[config.mk]
export PLATFORM = sky130hd
export DESIGN_NAME = data_memory_mmio
export DESIGN_NICKNAME = d
export VERILOG_FILES = /design/src/rtl/data_memory_mmio.sv
export SDC_FILE = /design/constraint.sdc
export NUM_CORES = 2
export LEC_CHECK = 0
export ABC_AREA = 1
export ABC_CLOCK_PERIOD_IN_PS = 2100
export BUFFER_PORTS_ARGS = -buffer_cell sky130_fd_sc_hd__buf_2
export CAP_MARGIN = 20
export CORE_UTILIZATION = 55
export CTS_BUF_LIST = sky130_fd_sc_hd__clkbuf_16
export DETAILED_ROUTE_END_ITERATION = 10
export PLACE_DENSITY = 0.73
export SKIP_LAST_GASP = 1
export SYNTH_ARGS = -nofsm -noshare
export SYNTH_HDL_FRONTEND = slang
export SYNTH_SLANG_ARGS = --single-unit
export TNS_END_PERCENT = 5
[constraint.sdc]
create_clock -name clock -period 2.1 [get_ports clock]
set_input_delay 0.315 -clock clock [delete_from_list [all_inputs] [get_ports clock]]
set_output_delay 0.315 -clock clock [all_outputs]
set_load 0.01 [all_outputs]
[src/rtl/data_memory_mmio.sv]
// -----------------------------------------------------------------------------
// data_memory_mmio
//
// Data-side memory system for the single-cycle Armv4 core. It sits directly on
// the core's data port. A load returns data in the same cycle. A store commits
// on the next rising clock edge.
//
// Address map:
//   address[31:16] == MMIO_PAGE  -> peripheral page, register offset address[7:0]
//   anything else                -> data RAM, word index address[log2(RAM_WORDS)+1:2]
//                                   (the upper bits alias, so the RAM wraps)
//   address[1:0] is ignored everywhere because every access is a whole word.
//
// Peripheral registers:
//   0x00 CYCLE  RO  free-running cycle counter
//   0x04 LOAD   RW  timer reload value
//   0x08 COUNT  RO  current timer count
//   0x0C CTRL   RW  bit0 enable, bit1 auto_reload, bit2 irq_en
//   0x10 STATUS W1C bit0 expired (sticky)
//   0x14 GPIO   RW  bits[7:0] drive gpio_out
//
// Ports:
//   clock         single clock; all state updates on the rising edge
//   reset         asynchronous active-low reset (the RAM is not reset)
//   write_memory  store strobe from the core
//   address       byte address (the core's ALU result)
//   write_data    store data
//   read_data     load data, combinational from address and current state
//   timer_irq     registered interrupt: expired AND irq_en
//   gpio_out      registered GPIO value
// -----------------------------------------------------------------------------
module data_memory_mmio #(
    parameter int          RAM_WORDS = 64,
    parameter logic [15:0] MMIO_PAGE = 16'hFFFF
) (
    input  logic        clock,
    input  logic        reset,
    input  logic        write_memory,
    input  logic [31:0] address,
    input  logic [31:0] write_data,
    output logic [31:0] read_data,
    output logic        timer_irq,
    output logic [7:0]  gpio_out
);

    localparam int IDX_W = $clog2(RAM_WORDS);

    localparam logic [7:0] OFF_CYCLE  = 8'h00;
    localparam logic [7:0] OFF_LOAD   = 8'h04;
    localparam logic [7:0] OFF_COUNT  = 8'h08;
    localparam logic [7:0] OFF_CTRL   = 8'h0C;
    localparam logic [7:0] OFF_STATUS = 8'h10;
    localparam logic [7:0] OFF_GPIO   = 8'h14;

    // CTRL bit positions
    localparam int CTRL_EN = 0;
    localparam int CTRL_AR = 1;
    localparam int CTRL_IE = 2;

    typedef enum logic {
        T_IDLE    = 1'b0,
        T_RUNNING = 1'b1
    } timer_state_t;

    // ------------------------------------------------------------------
    // Address decode
    // ------------------------------------------------------------------
    logic             mmio_sel;
    logic [7:0]       offset;
    logic [IDX_W-1:0] ram_idx;
    logic             mmio_wr;
    logic             wr_load;
    logic             wr_ctrl;
    logic             wr_status;
    logic             wr_gpio;

    assign mmio_sel  = (address[31:16] == MMIO_PAGE);
    assign offset    = address[7:0];
    assign ram_idx   = address[IDX_W+1:2];
    assign mmio_wr   = write_memory && mmio_sel;
    assign wr_load   = mmio_wr && (offset == OFF_LOAD);
    assign wr_ctrl   = mmio_wr && (offset == OFF_CTRL);
    assign wr_status = mmio_wr && (offset == OFF_STATUS);
    assign wr_gpio   = mmio_wr && (offset == OFF_GPIO);

    // Which address bits are decoded depends on RAM_WORDS. Fold the whole
    // bus into one dummy net so that the bits left unused do not look like
    // an oversight.
    logic unused_addr_bits;
    assign unused_addr_bits = ^address;

    // ------------------------------------------------------------------
    // Data RAM: synchronous write, asynchronous read, no reset.
    // A read and a write to the same word in one cycle therefore return
    // the old word.
    // ------------------------------------------------------------------
    logic [31:0] ram_q [RAM_WORDS];

    always_ff @(posedge clock) begin
        if (write_memory && !mmio_sel) begin
            ram_q[ram_idx] <= write_data;
        end
    end

    // ------------------------------------------------------------------
    // Peripheral state
    // ------------------------------------------------------------------
    timer_state_t state_q,   state_d;
    logic [31:0]  cycle_q,   cycle_d;
    logic [31:0]  load_q,    load_d;
    logic [31:0]  count_q,   count_d;
    logic [2:0]   ctrl_q,    ctrl_d;
    logic         expired_q, expired_d;
    logic [7:0]   gpio_q,    gpio_d;
    logic         irq_q,     irq_d;

    always_ff @(posedge clock or negedge reset) begin
        if (!reset) begin
            state_q   <= T_IDLE;
            cycle_q   <= 32'd0;
            load_q    <= 32'd0;
            count_q   <= 32'd0;
            ctrl_q    <= 3'd0;
            expired_q <= 1'b0;
            gpio_q    <= 8'd0;
            irq_q     <= 1'b0;
        end else begin
            state_q   <= state_d;
            cycle_q   <= cycle_d;
            load_q    <= load_d;
            count_q   <= count_d;
            ctrl_q    <= ctrl_d;
            expired_q <= expired_d;
            gpio_q    <= gpio_d;
            irq_q     <= irq_d;
        end
    end

    // ------------------------------------------------------------------
    // Next-state logic: register writes first, then the timer FSM.
    // The FSM runs last so that its overrides win:
    //   - an expiry sets expired even when a STATUS clear lands in the
    //     same cycle;
    //   - a one-shot expiry clears CTRL.enable.
    // A disabling CTRL write pre-empts the expiry branch entirely, so no
    // expiry is recorded in that cycle.
    // ------------------------------------------------------------------
    always_comb begin
        state_d   = state_q;
        cycle_d   = cycle_q + 32'd1;
        load_d    = load_q;
        count_d   = count_q;
        ctrl_d    = ctrl_q;
        expired_d = expired_q;
        gpio_d    = gpio_q;

        if (wr_load) begin
            load_d = write_data;
        end
        if (wr_ctrl) begin
            ctrl_d = write_data[2:0];
        end
        if (wr_gpio) begin
            gpio_d = write_data[7:0];
        end
        if (wr_status && write_data[0]) begin
            expired_d = 1'b0;
        end

        case (state_q)
            T_IDLE: begin
                if (wr_ctrl && write_data[CTRL_EN]) begin
                    state_d = T_RUNNING;
                    // Reload from the pre-edge LOAD value. A LOAD write in
                    // the same cycle applies only to later reloads.
                    count_d = load_q;
                end
            end
            T_RUNNING: begin
                if (wr_ctrl && !write_data[CTRL_EN]) begin
                    state_d = T_IDLE;
                end else if (count_q != 32'd0) begin
                    count_d = count_q - 32'd1;
                end else begin
                    expired_d = 1'b1;
                    if (ctrl_q[CTRL_AR]) begin
                        count_d = load_q;
                    end else begin
                        ctrl_d[CTRL_EN] = 1'b0;
                        state_d         = T_IDLE;
                    end
                end
            end
            default: begin
                state_d = T_IDLE;
            end
        endcase

        // Taken from the next-state values so the interrupt is visible in
        // the same cycle that STATUS first reads 1.
        irq_d = expired_d && ctrl_d[CTRL_IE];
    end

    // ------------------------------------------------------------------
    // Read path
    // ------------------------------------------------------------------
    logic [31:0] mmio_rdata;

    always_comb begin
        mmio_rdata = 32'd0;
        case (offset)
            OFF_CYCLE:  mmio_rdata = cycle_q;
            OFF_LOAD:   mmio_rdata = load_q;
            OFF_COUNT:  mmio_rdata = count_q;
            OFF_CTRL:   mmio_rdata = {29'd0, ctrl_q};
            OFF_STATUS: mmio_rdata = {31'd0, expired_q};
            OFF_GPIO:   mmio_rdata = {24'd0, gpio_q};
            default:    mmio_rdata = 32'd0;
        endcase
    end

    assign read_data = mmio_sel ? mmio_rdata : ram_q[ram_idx];
    assign timer_irq = irq_q;
    assign gpio_out  = gpio_q;

endmodule

# [Yosys cells after proc, flatten, opt, wreduce, memory -nomap -nowiden]
# Memory sizes are Yosys's and may differ from the RTL's.
# Cells that the tools add are included.
# Widths: inputs -> output; s select.
[classes] eq_ne=9 n_reduce_logical=15 div=0 muxes=23 n_mul=0 order_cmp=0 add_sub_neg=2 n_bitwise=1 shift=0
[op_table] op="$pmux 32 s6" n=1
[op_table] op="$mux 32" n=5
[op_table] op="$pmux 32 s2" n=1
[op_table] op="$add 32x1->32 const B" n=1
[op_table] op="$reduce_bool 32->1" n=1
[op_table] op="$sub 32x1->32 const B" n=1
[op_table] op="$eq 16x16->1 const B" n=1
[op_table] op="$eq 8x4->1 const B" n=2
[op_table] op="$eq 8x5->1 const B" n=2
[op_table] op="$mux 1" n=14
[op_table] op="$logic_and 1x1->1" n=10
[op_table] op="$eq 8x3->1 const B" n=1
[op_table] op="$logic_not 8->1" n=1
[op_table] op="$ne 2x2->1 const B" n=2
[op_table] op="$mux 3" n=1
[op_table] op="$ne 3x1->1 const B" n=1
[op_table] op="$reduce_and 3->1" n=1
[op_table] op="$logic_not 1->1" n=2
[op_table] op="$pmux 1 s2" n=1
[op_table] op="$not 1->1" n=1
[totals] register_bits=110 mem_bits_rw=2048 latch_bits=0 mem_count=1 rom_bits=0 out_inout_bits=41
[mem_list] name="ram_q" words=64 width=32 read_ports=1 rd_ports_with_merged_regs=0 write_ports=1 line_no="97" source="logic [31:0] ram_q [RAM_WORDS];"

# [Longest topological paths before layout]
[depth] word_depth=9 ltp_mapped=17 mapped_depth_nobuf=13

# [Worst setup path before layout]
# OpenSTA, ideal clock, no wires.
[synth_path] path_kind="in2reg" from="input address[3]" to="memory ram_q[0][0], enable pin" required_ns=1.679 setup_slack_ns=-1.034 arrival_time_ns=2.713 path_stages=6 path_cell_list="buf_4 > nor2_2 > buf_2 > clkbuf_1 > nand3_1 > nor2_1"
[synth_lines] item="start: declaration" line_no="39" source="input logic [31:0] address,"
[synth_lines] item="end: declaration" line_no="97"
# Straight into the memory's write port.

# [Worst setup path after layout]
[layout_path] from="memory ram_q[6][30]" to="output read_data[30]"
[layout_between] elab_chain_cells=2
[layout_lines] item="$mem_v2 64x32"
[layout_lines] item="$mux 32" line_no="222" source="assign read_data = mmio_sel ? mmio_rdata : ram_q[ram_idx];"
[layout_lines] item="end: declaration" line_no="41" source="output logic [31:0] read_data,"
# Every way passes these cells.

==> summary.md <==
| Metric | Value |
|---|---|
| RSZ-0062 raised after global routing | `true` |
| Status | `complete, but fails checks` |
| Clk buf depth | `3` |
| Total die area | `168000 um2` |
| Drt first pass iters | `7` |
| Reg2Reg Setup Slack | `-0.08 ns` |
| Seq/Total Area, Yosys | `70.4%` |
| Period utilization | `138%` |
| DRC | `0` |
| Wirelength per Cell | `24.3 um` |
| Worst Path Required | `1.78 ns` |
| CTS tree | `yes` |
| Fin cells | `11800` |
| Failing checks | `negative setup slack` |
| Cell Area, Placed | `101000 um2` |
| VDD IR max | `0.000747 V` |
| R2R depth | `12` |
| Routability congestion estimate from global placement | `0.970` |
| Asr flop ratio synth | `5.10%` |
| Syn_nets | `8882` |
| Critical Path AT | `2.58 ns` |
| Placed cells | `11300` |
| Core box area | `165000 um2` |
| Final Hold Vio Count | `0` |
| Final instance area | `109000 um2` |
| CTS buffer count | `210` |
| Slew Viols, Final | `0` |
| DRT iter0 DRCs | `10100` |
| Top-count cell post-synth | `nand2_1` |
| Clock root buffer | `clkbuf_16` |
| CTS Sinks | `2158` |
| Die width | `409 um` |
| Initial antenna violation count | `17` |
| Rows | `149` |
| Synth cell count leaders | `5013 x nand2_1, 2048 x edfxtp_1, 381 x nand3_1` |
| Global-route usage over all layers | `33.9%` |
| Area delta synth->final | `19.7%` |
| Synth area leaders | `edfxtp_1 67%, nand2_1 21%, dfrtp_1 3.0%, nand3_1 2.1%, buf_2 1.1%` |
| Worst R2R Start | `count_q[10]` |
| Final WS setup | `-0.793 ns` |
| Crit path capture type | `primary output` |
| Syn avg cell area | `10.4 um2` |
| Cell taking the most area after synthesis | `edfxtp_1` |
| Post-synth top area share | `67.4%` |
| Htree depth | `4` |
| Final setup viols | `64` |
| Hold WC Path Type | `in -> reg` |
| Total of max-cap violations | `0` |
| Fill cells | `11800` |
| Crit path launch type | `register` |
| Io pins | `108` |
| Final Skew | `0.0147 ns` |
| Fin nets | `9455` |
| First-pass GRT wire length | `416 mm` |
| Initial Util | `55.4%` |
| R2R Path End | `count_q[3]` |
| Clock transition at path regs | `0.06 ns` |
| Worst hold stages | `1` |
| Hold path start | `write_data[10]` |
| Die height | `409 um` |
| Crit path time final | `2.89 ns` |
| Post-route ant nets | `0` |
| Yosys reg bits | `2158` |
| Worst-margin pin slew | `1.05 ns` |
| Synth Instances | `8812` |
| Synth Flop Type | `edfxtp_1` |
| Worst-path fanout max | `1` |
| DRT Wirelength | `285 mm` |
| Synth Warn # | `0` |
| WS Path Type | `reg -> out` |
| Via/cell ratio | `5.76` |
| Clock Latency Late Sink | `0.89 ns` |
| Power Density | `840 nW/um2` |
| Number of distinct library cells after synthesis | `39` |
| Leak | `44.8 nW` |
| Final HPWL DP | `181 mm` |
| I/O Buffers | `99` |
| Vias in the first global route | `64100` |
| Via count | `67800` |
| Final Core Density | `66.3%` |
| Largest net degree at the start of global routing | `66` |
| Post-synth EDFFs | `2048` |
| Synth Cell Area | `91300 um2` |
| DP Worst Slack | `-0.822 ns` |
| Relative slew slack | `29.9%` |
| Share of layout cells above drive strength 1 | `15.5%` |
| WHS Endpoint | `ram_q[22][10]` |
| Grt ovf | `0` |
| Max Clock Freq | `346 MHz` |
per-stage QoR:
step / power (mW) / hold WS, ns / TNS [ns]
floorplan: 51.3 / 0.0194 / -1124.99
finish: 91.8 / 0.0404 / -25.57
CTS: 91.7 / 0.00403 / -24.92
global route: 93.9 / 0.0117 / -34.22
global placement: 55.1 / 0.285 / -576.74
detailed placement: 55.3 / 0.280 / -631.47
layout make-up:
class                      count  area, um2  area share, %
sequential                  2158      64300           58.8
multi-input combinational   5963      25500           23.3
timing repair buffer         806       9060           8.29
clock buffer                 211       5280           4.83
tap                         2189       2740           2.51
clock inverter               180       1490           1.36
inverter                     246       1010          0.925
antenna                        7       17.5         0.0160
layer usage:
metal  wire (um)  vias up  part of all wire [%]  track usage [%]
li1            -    30200                     -                -
met5          66        -                 0.023                0
met2      126000     4570                    44             50.4
met3       37600      724                    13             8.35
met4       14800       10                   5.2             16.4
met1      107000    32300                    37             46.9
worst max-delay path by stage:
stage | depth (start not counted) | slack [ns] | to | from
after floorplan | 6 | -0.64 | ram_q[11][0] | address[2]
after global placement | 15 | -0.80 | read_data[13] | address[2]
after detailed placement | 16 | -0.82 | read_data[29] | address[2]
after CTS | 13 | -0.75 | read_data[29] | ram_q[38][29]
after global routing | 13 | -0.85 | read_data[9] | ram_q[1][9]
final | 13 | -0.79 | read_data[30] | ram_q[6][30]
sequential cells by signal (all words and copies together), names as in the netlist:
register and flops:
timer_irq 1, state_q 1, ram_q 2048, count_q 32, load_q 32, expired_q 1, ctrl_q 3, gpio_out 8
cycle_q 32
critical path, stage by stage (launching register included):
cell and delay [ns]:
edfxtp_1 0.37, nand2_1 0.08, nand2_1 0.05, nand2_1 0.06, nand2_1 0.07, nand2_1 0.06, nand2_1 0.07, inv_2 0.12
nand2_1 0.12, nand2_1 0.12, nand2_1 0.10, o21ai_4 0.20, nand2_1 0.10, buf_2 0.14
placed cells by master (no fill, tap or decap), drive strengths merged, types with 20 or more instances in the layout:
cell,count
a21oi,53
buf,785
clkbuf,211
clkinv,141
dfrtp,110
dlygate4sd3,21
edfxtp,2048
inv,260
mux2,24
nand2,5017
nand3,383
nand4,109
nor2,180
nor3,20
o21ai,89
xor2,45
logic make-up (layout without fill, tap and decap cells):
kind of cell	after synthesis	count (layout)	synth area share (%)
buf+inv	691	1443	3.30
other cells	0	7	0
flops	2158	2158	70.4
simple gates	5713	5713	24.4
mux	24	24	0.296
xor+xnor	52	52	0.499
compound gates	171	171	1.04
fa+ha+maj	3	3	0.0411
where the power goes:
group | total, mW | internal (mW) | switching [mW]
Combinational | 7.52 | 2.26 | 5.26
Sequential | 47.4 | 47.4 | 0.0665
Clock | 36.9 | 20.2 | 16.7
Total | 91.8 | 69.8 | 22.0
repair_timing:
action,4_1_cts,5_1_grt
gates cloned,0,0
buffers inserted,1,0
pin swaps,97,32
endpoints found under the hold margin,353,0
endpoints found under the setup margin,64,75
hold buffers,22,0
resized for setup,330,53
Power figures use the tool's default switching activity.
